===== src/rtl/mem_arbiter.sv =====
// mem_arbiter: shares one off-chip memory port between the icache and dcache
// refill paths. Grants one requester at a time and carries one transaction
// (read line fill or dcache write-back) through request, write-data and
// response phases, steering response beats back to the owner.
//
// Build option: define MEM_ARB_RR_EN for round-robin arbitration on ties;
// otherwise the dcache always wins a tie (fixed priority, no pointer).
//
// Ports:
//   clk, reset              clock, asynchronous active-low reset
//   ic_req_*                icache read request / grant pulse
//   ic_resp_valid           response beat belongs to icache
//   dc_req_*                dcache request (rw: 1 = write-back) / grant pulse
//   dc_wdata_*              dcache write beats (passthrough to memory)
//   dc_resp_valid           response beat belongs to dcache
//   resp_data, resp_last    shared response data / last-beat flag
//   mem_req_*               latched request to memory
//   mem_wdata_*             write beats to memory
//   mem_resp_*              read beats from memory
//   busy, owner             transaction in flight / 0 = icache, 1 = dcache
module mem_arbiter #(
  parameter int unsigned ADDR_W = 28,
  parameter int unsigned DATA_W = 128,
  parameter int unsigned BEATS  = 4
) (
  input  logic              clk,
  input  logic              reset,
  input  logic              ic_req_valid,
  output logic              ic_req_ready,
  input  logic [ADDR_W-1:0] ic_req_addr,
  output logic              ic_resp_valid,
  input  logic              dc_req_valid,
  output logic              dc_req_ready,
  input  logic              dc_req_rw,
  input  logic [ADDR_W-1:0] dc_req_addr,
  input  logic              dc_wdata_valid,
  output logic              dc_wdata_ready,
  input  logic [DATA_W-1:0] dc_wdata,
  output logic              dc_resp_valid,
  output logic [DATA_W-1:0] resp_data,
  output logic              resp_last,
  output logic              mem_req_valid,
  input  logic              mem_req_ready,
  output logic              mem_req_rw,
  output logic [ADDR_W-1:0] mem_req_addr,
  output logic              mem_wdata_valid,
  input  logic              mem_wdata_ready,
  output logic [DATA_W-1:0] mem_wdata,
  input  logic              mem_resp_valid,
  input  logic [DATA_W-1:0] mem_resp_data,
  output logic              busy,
  output logic              owner
);

  localparam int unsigned CNT_W = $clog2(BEATS);

  typedef enum logic [1:0] {
    ST_IDLE  = 2'd0,
    ST_REQ   = 2'd1,
    ST_WDATA = 2'd2,
    ST_RDATA = 2'd3
  } state_e;

  state_e              state_q, state_d;
  logic [CNT_W-1:0]    cnt_q, cnt_d;
  logic [ADDR_W-1:0]   addr_q, addr_d;
  logic                rw_q, rw_d;
  logic                owner_q, owner_d;

  logic prefer_dc;
  logic pick_dc;
  logic grant;
  logic cnt_last;
  logic req_hs;
  logic wbeat;
  logic rbeat;

`ifdef MEM_ARB_RR_EN
  // Tie-break pointer: 1 = dcache favoured; flips to the other side on each grant.
  logic rr_prefer_dc_q, rr_prefer_dc_d;

  always_ff @(posedge clk or negedge reset) begin
    if (!reset) rr_prefer_dc_q <= 1'b1;
    else        rr_prefer_dc_q <= rr_prefer_dc_d;
  end

  always_comb begin
    rr_prefer_dc_d = rr_prefer_dc_q;
    if (grant) rr_prefer_dc_d = ~pick_dc;
  end

  assign prefer_dc = rr_prefer_dc_q;
`else
  assign prefer_dc = 1'b1;
`endif

  // Winner selection; grant is gated by reset so no ready leaks while held in reset.
  assign pick_dc  = dc_req_valid & (~ic_req_valid | prefer_dc);
  assign grant    = reset & (state_q == ST_IDLE) & (ic_req_valid | dc_req_valid);
  assign cnt_last = (cnt_q == CNT_W'(BEATS - 1));
  assign req_hs   = (state_q == ST_REQ) & mem_req_ready;
  assign wbeat    = (state_q == ST_WDATA) & dc_wdata_valid & mem_wdata_ready;
  assign rbeat    = (state_q == ST_RDATA) & mem_resp_valid;

  // State register.
  always_ff @(posedge clk or negedge reset) begin
    if (!reset) state_q <= ST_IDLE;
    else        state_q <= state_d;
  end

  // Next-state logic.
  always_comb begin
    state_d = state_q;
    unique case (state_q)
      ST_IDLE:  if (grant) state_d = ST_REQ;
      ST_REQ:   if (mem_req_ready) state_d = rw_q ? ST_WDATA : ST_RDATA;
      ST_WDATA: if (wbeat && cnt_last) state_d = ST_IDLE;
      ST_RDATA: if (rbeat && cnt_last) state_d = ST_IDLE;
      default:  state_d = ST_IDLE;
    endcase
  end

  // Output logic: grant pulses and zero-latency data-phase steering.
  always_comb begin
    ic_req_ready    = 1'b0;
    dc_req_ready    = 1'b0;
    mem_req_valid   = 1'b0;
    mem_wdata_valid = 1'b0;
    dc_wdata_ready  = 1'b0;
    ic_resp_valid   = 1'b0;
    dc_resp_valid   = 1'b0;
    resp_last       = 1'b0;
    unique case (state_q)
      ST_IDLE: begin
        ic_req_ready = grant & ~pick_dc;
        dc_req_ready = grant & pick_dc;
      end
      ST_REQ: mem_req_valid = 1'b1;
      ST_WDATA: begin
        mem_wdata_valid = dc_wdata_valid;
        dc_wdata_ready  = mem_wdata_ready;
      end
      ST_RDATA: begin
        ic_resp_valid = mem_resp_valid & ~owner_q;
        dc_resp_valid = mem_resp_valid & owner_q;
        resp_last     = mem_resp_valid & cnt_last;
      end
      default: ;
    endcase
  end

  // Transaction context captured at grant; beat counter wraps on the last beat.
  always_comb begin
    cnt_d   = cnt_q;
    addr_d  = addr_q;
    rw_d    = rw_q;
    owner_d = owner_q;
    if (grant) begin
      owner_d = pick_dc;
      addr_d  = pick_dc ? dc_req_addr : ic_req_addr;
      rw_d    = pick_dc & dc_req_rw;
    end
    if (req_hs) cnt_d = '0;
    else if (wbeat || rbeat) cnt_d = cnt_q + CNT_W'(1);
  end

  always_ff @(posedge clk or negedge reset) begin
    if (!reset) begin
      cnt_q   <= '0;
      addr_q  <= '0;
      rw_q    <= 1'b0;
      owner_q <= 1'b0;
    end else begin
      cnt_q   <= cnt_d;
      addr_q  <= addr_d;
      rw_q    <= rw_d;
      owner_q <= owner_d;
    end
  end

  assign mem_req_addr = addr_q;
  assign mem_req_rw   = rw_q;
  assign mem_wdata    = dc_wdata;
  assign resp_data    = mem_resp_data;
  assign busy         = (state_q != ST_IDLE);
  assign owner        = owner_q;

endmodule


===== config.mk =====
export PLATFORM = sky130hd
export DESIGN_NAME = mem_arbiter
export DESIGN_NICKNAME = d
export VERILOG_FILES = /design/src/rtl/mem_arbiter.sv
export SDC_FILE = /design/constraint.sdc
export NUM_CORES = 1
export LEC_CHECK = 0
export ABC_AREA = 0
export CORE_AREA = 2 2 236 238
export DETAILED_ROUTE_END_ITERATION = 10
export DIE_AREA = 0 0 238 240
export GPL_TIMING_DRIVEN = 0
export PLACE_DENSITY_LB_ADDON = 0.1
export REMOVE_ABC_BUFFERS = 1
export SLEW_MARGIN = 10
export SYNTH_ARGS = -nofsm -noshare
export SYNTH_HDL_FRONTEND = slang
export SYNTH_SLANG_ARGS = --single-unit

===== constraint.sdc =====
create_clock -name clk -period 1.4 [get_ports clk]
set_input_delay 0.14 -clock clk [delete_from_list [all_inputs] [get_ports clk]]
set_output_delay 0.14 -clock clk [all_outputs]
set_load 0.02 [all_outputs]

==> impl_metrics.py, run 1 <==
metrics = {
    "placement": {
        "dpl-instance-area_um2": 3626,
        "preCtsSetupSlack_ps": -1541,
        "dpl.cell_count": 966,
        "gp_congestion": 1.224,
        "portBuffers": 103,
        "dpl.hpwl_um": 83440,
    },
    "sta": {
        "timing.final.crit_share": 1.334,
        "tightestPinTransition_ps": 397.4,
        "clock_skew_ps": 15.39,
        "slew_headroom": 0.7275,
        "setup_violations": 40,
        "fmax_ghz": 0.5356,
        "grt_setup_unrepaired": "yes",
        "hold_viol": 0,
        "tns_ps": -10900,
        "hold_ws_ps": 280.6,
        "maxSlewViolCount": 0,
        "finalWorstSetupSlack_ps": -467.2,
        "min_period_ps": 1867,
    },
    "grt": {
        "first_global_vias": 2931,
        "grt_use_total": 0.3087,
        "antenna_found_initial": 0,
        "grt_pass1_wl_um": 96980,
        "overflow": 0,
        "grt_max_degree": 23,
    },
    "clock_tree": {
        "clockRootBuffer": "clkbuf_16",
        "htreeDepth": 2,
        "clock-sinks": 34,
        "tritoncts": "yes",
        "cts-buffers-inserted": 5,
        "cts.path.max_buffers": 2,
        "worst_skew_pair.late_latency_ps": 340,
        "clkTransAtPathRegs_ps": 80,
    },
    "floorplan": {
        "start_util": 0.06686,
        "ios": 616,
        "coreArea_um2": 54660,
        "dieArea_um2": 57120,
        "chipWidth_um": 238,
        "rows": 86,
        "fp.dieH_um": 240,
    },
    "route": {
        "route.vias.total": 3042,
        "postRouteAntennaNets": 0,
        "drt_pass1_iterations": 6,
        "post_drt_wl_per_cell_um": 89.64,
        "drc": 0,
        "avgViaCountPerCell": 3.033,
        "drt_iter0_drc": 238,
        "wirelength_um": 89910,
    },
    "synth": {
        "synth.distinct_cells": 27,
        "synth_ff_type": "dfrtp_1",
        "synth_warnings": 0,
        "ys_ff_latch": 34,
        "ys_top_cells_by_count": "buf_4, dfrtp_1, o21ai_0",
        "synth_top_cell_by_area": "buf_4",
        "synth_area_leaders": "buf_4, dfrtp_1, mux2i_1, o21ai_0, o21ai_1",
        "syn_avg_cell_area_um2": 8.559,
        "synth_top_area_frac": 0.5258,
        "synth-edff-count": 0,
        "synth_cells": 427,
        "yosysMostFrequentCell": "buf_4",
        "syn_area_um2": 3655,
        "async_flop_share": 1.000,
        "ys_seq_area_frac": 0.2328,
    },
    "layout": {
        "fin_util": 0.07979,
        "final-seq-area_um2": 855.8,
        "finalInstanceArea_um2": 4362,
        "syn2layout_area_growth_pct": 19.34,
        "drive_gt1_frac": 0.3311,
        "fill_cells": 6361,
        "nets": 620,
        "finalNonFillerCells": 1003,
        "n_antenna_cell": 0,
        "multi_input_area_um2": 1045,
    },
    "pwr": {
        "finalPower_mw": 6.856,
        "ir_drop_uv": 392.2,
        "power_density_nw_per_um2": 1572,
        "leakagePower_nw": 1.613,
    },
    "hold_path": {
        "hold_class": "primary input to output port",
    },
    "flow_run": {
        "maxCapViolCount": 0,
    },
    "status": {
        "status": "finished, violations left",
        "violations": "setup timing",
    },
    "setup_path": {
        "worstPathMaxFanout": 2,
        "r2r_end": "mem_req_addr[27]",
        "crit_required_ps": 1260,
        "crit_path_start_kind": "flop",
        "worstSetupPathType": "flop to output port",
        "crit_top_cell": "or2_4",
        "arrival_ps": 1730,
        "r2r_start": "state_q[1]",
        "slowest_delay_ps": 510,
        "crit_path_start": "state_q[1]",
        "rr_worst_depth": 6,
        "worstSetupEndpoint": "dc_req_ready",
        "endpoint_kind": "output port",
        "r2r_slack_ps": -360,
        "cp_slowest_cell": "dfrtp_4",
        "crit_chain": "or2_4, or2_4, buf_8, nor2_4, buf_6",
    },
}
==> cell families (layout without fill, tap and decap cells) <==
logic type,after synthesis,count (layout),synth area share
buffers and inverters,272,140,0.5498
multiplexers,28,28,0.07669
flip-flops,34,34,0.2328
adder cells (fa/ha/maj),1,1,0.003423
AND/OR/NAND/NOR,24,28,0.03938
AO/OA/AOI/OAI,68,68,0.09791
==> how the worst min path moves through the flow <==
stage                      start               end  slack (ps)  cells past startpoint
finish              dc_wdata[30]     mem_wdata[30]         280                      0
global route        dc_wdata[30]     mem_wdata[30]         280                      0
CTS                 dc_req_valid             owner         280                      3
detailed placement         reset  mem_req_addr[11]         210                      1
global placement    dc_wdata[30]     mem_wdata[30]         280                      0
floorplan                  reset          cnt_q[0]        -160                      0
==> power by group <==
part	internal [mW]	switching, mW
clock	0.813	0.641
sequential	1.45	0.355
combinational	1.60	2.00
==> what timing repair did <==
item | in CTS | in global routing
hold buffers | 5 | 0
resized for setup | 136 | 47
hold endpoints to repair | 16 | 0
pin swaps | 18 | 27
cloned | 5 | 1
endpoints found under the setup margin | 71 | 41
setup buffers | 18 | 2
==> cell type report <==
cell class,instances,share of cell area
repair buffers,131,0.3233
multi-input cells,125,0.2395
well taps,704,0.2020
flip-flops and latches,34,0.1962
clock buffers,8,0.03815
inverters,1,0.0008606
==> placed cells by master (no fill, tap or decap), types with 2 or more instances in the layout <==
cell type	instances
o21ai_0	16
or2_4	6
clkbuf_16	6
o21ai_1	8
buf_8	2
clkdlybuf4s50_1	62
nor2_4	2
a32o_1	2
mux2i_1	28
buf_12	10
and3_4	2
buf_4	12
buf_6	9
dlygate4sd2_1	30
nor2b_1	2
dlygate4sd3_1	2
o21ai_4	4
dfrtp_1	32
and3b_1	2
a21oi_1	2
buf_16	2
o21ai_2	34
clkbuf_8	3
nand2_1	5
==> state kept, by name, summed over array words and instances (netlist names) <==
| register | count |
|---|---|
| cnt_q | 2 |
| mem_req_addr | 28 |
| mem_req_rw | 1 |
| owner | 1 |
| state_q | 2 |
==> routing by layer <==
metal,track usage,share of wire
met5,0.1610,0.014
met4,0.1930,0.080
met3,0.4451,0.30
met2,0.5734,0.52
met1,0.07208,0.088
==> worst max-delay path, delay by kind of cell, from the launching register on <==
family,cells,cell delay (ps)
buffers and inverters,2,270
and+or+nand+nor,3,610
DFF,1,510
Note: power is estimated with default switching activity, not from simulation.
==> run 2: changes to the inputs <==
- PLACE_DENSITY: not set -> 0.39
- PLACE_DENSITY_LB_ADDON: 0.1 -> not set
==> impl_metrics.py, run 2 (same netlist as run 1, synthesis figures left out) <==
metrics = {
    "status": {
        "status": "finished, violations left",
        "violations": "setup timing",
    },
    "sta": {
        "clock_skew_ps": 11.41,
        "min_period_ps": 1860,
        "finalWorstSetupSlack_ps": -459.7,
        "fmax_ghz": 0.5377,
        "hold_ws_ps": 280.6,
        "hold_viol": 0,
        "grt_setup_unrepaired": "yes",
        "tightestPinTransition_ps": 770.3,
        "timing.final.crit_share": 1.328,
        "setup_violations": 41,
        "slew_headroom": 0.4847,
        "maxSlewViolCount": 0,
    },
    "placement": {
        "dpl.hpwl_um": 83380,
        "dpl-instance-area_um2": 3601,
        "portBuffers": 103,
        "gp_congestion": 1.319,
        "preCtsSetupSlack_ps": -1397,
    },
    "layout": {
        "final_common_cell": "clkdlybuf4s50_1",
        "syn2layout_area_growth_pct": 10.68,
        "largest_register_ffs": 28,
        "nets": 611,
        "multi_input_area_um2": 968.4,
        "fill_cells": 6441,
        "final-seq-area_um2": 853.3,
        "drive_gt1_frac": 0.2604,
        "final_cell_mix": "clkdlybuf4s50_1, dfrtp_1, dlygate4sd2_1",
        "finalInstanceArea_um2": 4045,
        "fin_util": 0.07400,
    },
    "setup_path": {
        "arrival_ps": 1720,
        "crit_chain": "or2_4, or2_4, nor2_1, buf_4",
        "r2r_slack_ps": -270,
        "crit_required_ps": 1260,
        "worstSetupPathType": "flop to output port",
        "cp_slowest_cell": "dfrtp_2",
        "worstSetupEndpoint": "ic_req_ready",
        "crit_path_start": "state_q[0]",
        "endpoint_kind": "output port",
        "crit_path_start_kind": "flop",
        "r2r_end": "mem_req_addr[9]",
        "critPathTopFamily": "simple AND/OR/NAND/NOR gates",
        "crit_buf_inv": 1,
        "crit_top_cell": "or2_4",
        "rr_worst_depth": 5,
        "cp_num_cells": 4,
        "slowest_delay_ps": 410,
        "r2r_start": "state_q[0]",
        "worstPathMaxFanout": 7,
    },
    "route": {
        "drc": 0,
        "wl_met1_um": 8089,
        "drt_iter0_drc": 252,
        "route.vias.total": 3046,
        "wl_met3_um": 28020,
        "routed.top_layer": "met5",
        "drt_pass1_iterations": 5,
        "avgViaCountPerCell": 3.067,
        "wirelength_um": 89980,
        "dr_wl_met2_um": 47630,
        "post_drt_wl_per_cell_um": 90.61,
        "postRouteAntennaNets": 0,
    },
    "floorplan": {
        "fp.dieH_um": 240,
        "rows": 86,
        "coreArea_um2": 54660,
        "ios": 616,
        "dieArea_um2": 57120,
        "chipWidth_um": 238,
        "start_util": 0.06686,
    },
    "pwr": {
        "leakagePower_nw": 1.477,
        "finalPower_mw": 6.352,
        "ir_drop_uv": 461.6,
        "power_density_nw_per_um2": 1570,
    },
    "clock_tree": {
        "cts.path.max_buffers": 2,
        "worst_skew_pair.late_latency_ps": 320,
        "clock-sinks": 34,
        "clockRootBuffer": "clkbuf_16",
        "tritoncts": "yes",
        "htreeDepth": 2,
        "clkTransAtPathRegs_ps": 60,
        "cts-buffers-inserted": 5,
    },
    "hold_path": {
        "holdPathStages": 0,
        "hold_class": "primary input to output port",
    },
    "flow_run": {
        "maxCapViolCount": 0,
    },
    "grt": {
        "antenna_found_initial": 2,
        "first_global_vias": 2553,
        "grt_max_degree": 33,
        "grt_pass1_wl_um": 95630,
        "overflow": 0,
        "grt_use_total": 0.3073,
    },
}
==> run 2: cell types whose count changed in the layout (fill, tap and decap cells not counted), moves of 2 or more <==
cell and delta:
o21ai_1 +11, o21ai_4 -3, o21ai_2 -10, buf_4 -2, buf_16 -2, buf_12 -6, clkbuf_8 -2, o21ai_0 +2
buf_2 +2
==> run 2: worst min-delay path by stage <==
stage                                  from  slack, ps         endpoint
final                     mem_resp_data[77]        280    resp_data[77]
after global routing      mem_resp_data[77]        280    resp_data[77]
after CTS                      dc_wdata[30]        280    mem_wdata[30]
after detailed placement              reset        130  mem_req_addr[2]
after global placement         dc_wdata[30]        280    mem_wdata[30]
after floorplan                       reset       -160         cnt_q[0]
==> run 2: area by class of cell <==
class / instances / area share
clock buffer: 6 / 0.03433
timing repair buffer: 122 / 0.2960
tap: 704 / 0.2178
sequential: 34 / 0.2109
antenna: 1 / 0.0006186
multi-input combinational: 125 / 0.2394
inverter: 1 / 0.0009279
==> run 2: what timing repair did <==
action,4_1_cts,5_1_grt
hold endpoints to repair,12,0
pin swaps,23,6
resized for setup,112,43
buffers inserted,16,1
cloned,4,0
hold buffers,2,0
setup endpoints to repair,70,42
==> run 2: per-layer routing <==
metal | vias to the layer above | GRT usage
met3 | 98 | 0.4550
li1 | 866 | -
met5 | - | 0.1091
met4 | 18 | 0.1511
met2 | 843 | 0.5830
met1 | 1221 | 0.07418
==> run 2: metrics by stage <==
stage | TNS (ps) | std cells
3_5_place_dp | -30940 | 965
4_1_cts | -8718 | 992
3_3_place_gp | -186110 | 963
2_1_floorplan | -1550 | 156
6_report | -8766 | 993
5_1_grt | -9450 | 992
==> run 2: where the power goes <==
| group | switching [mW] | internal, mW | leakage (nW) |
|---|---|---|---|
| clock network | 0.552 | 0.692 | 0.0688 |
| logic | 2.03 | 1.37 | 0.988 |
| registers | 0.261 | 1.44 | 0.420 |
==> run 3: changes to the inputs <==
- ABC_CLOCK_PERIOD_IN_PS: not set -> 1400
==> results of run 3 <==
No change in the layout: final DEF, timing and power equal those of run 2.
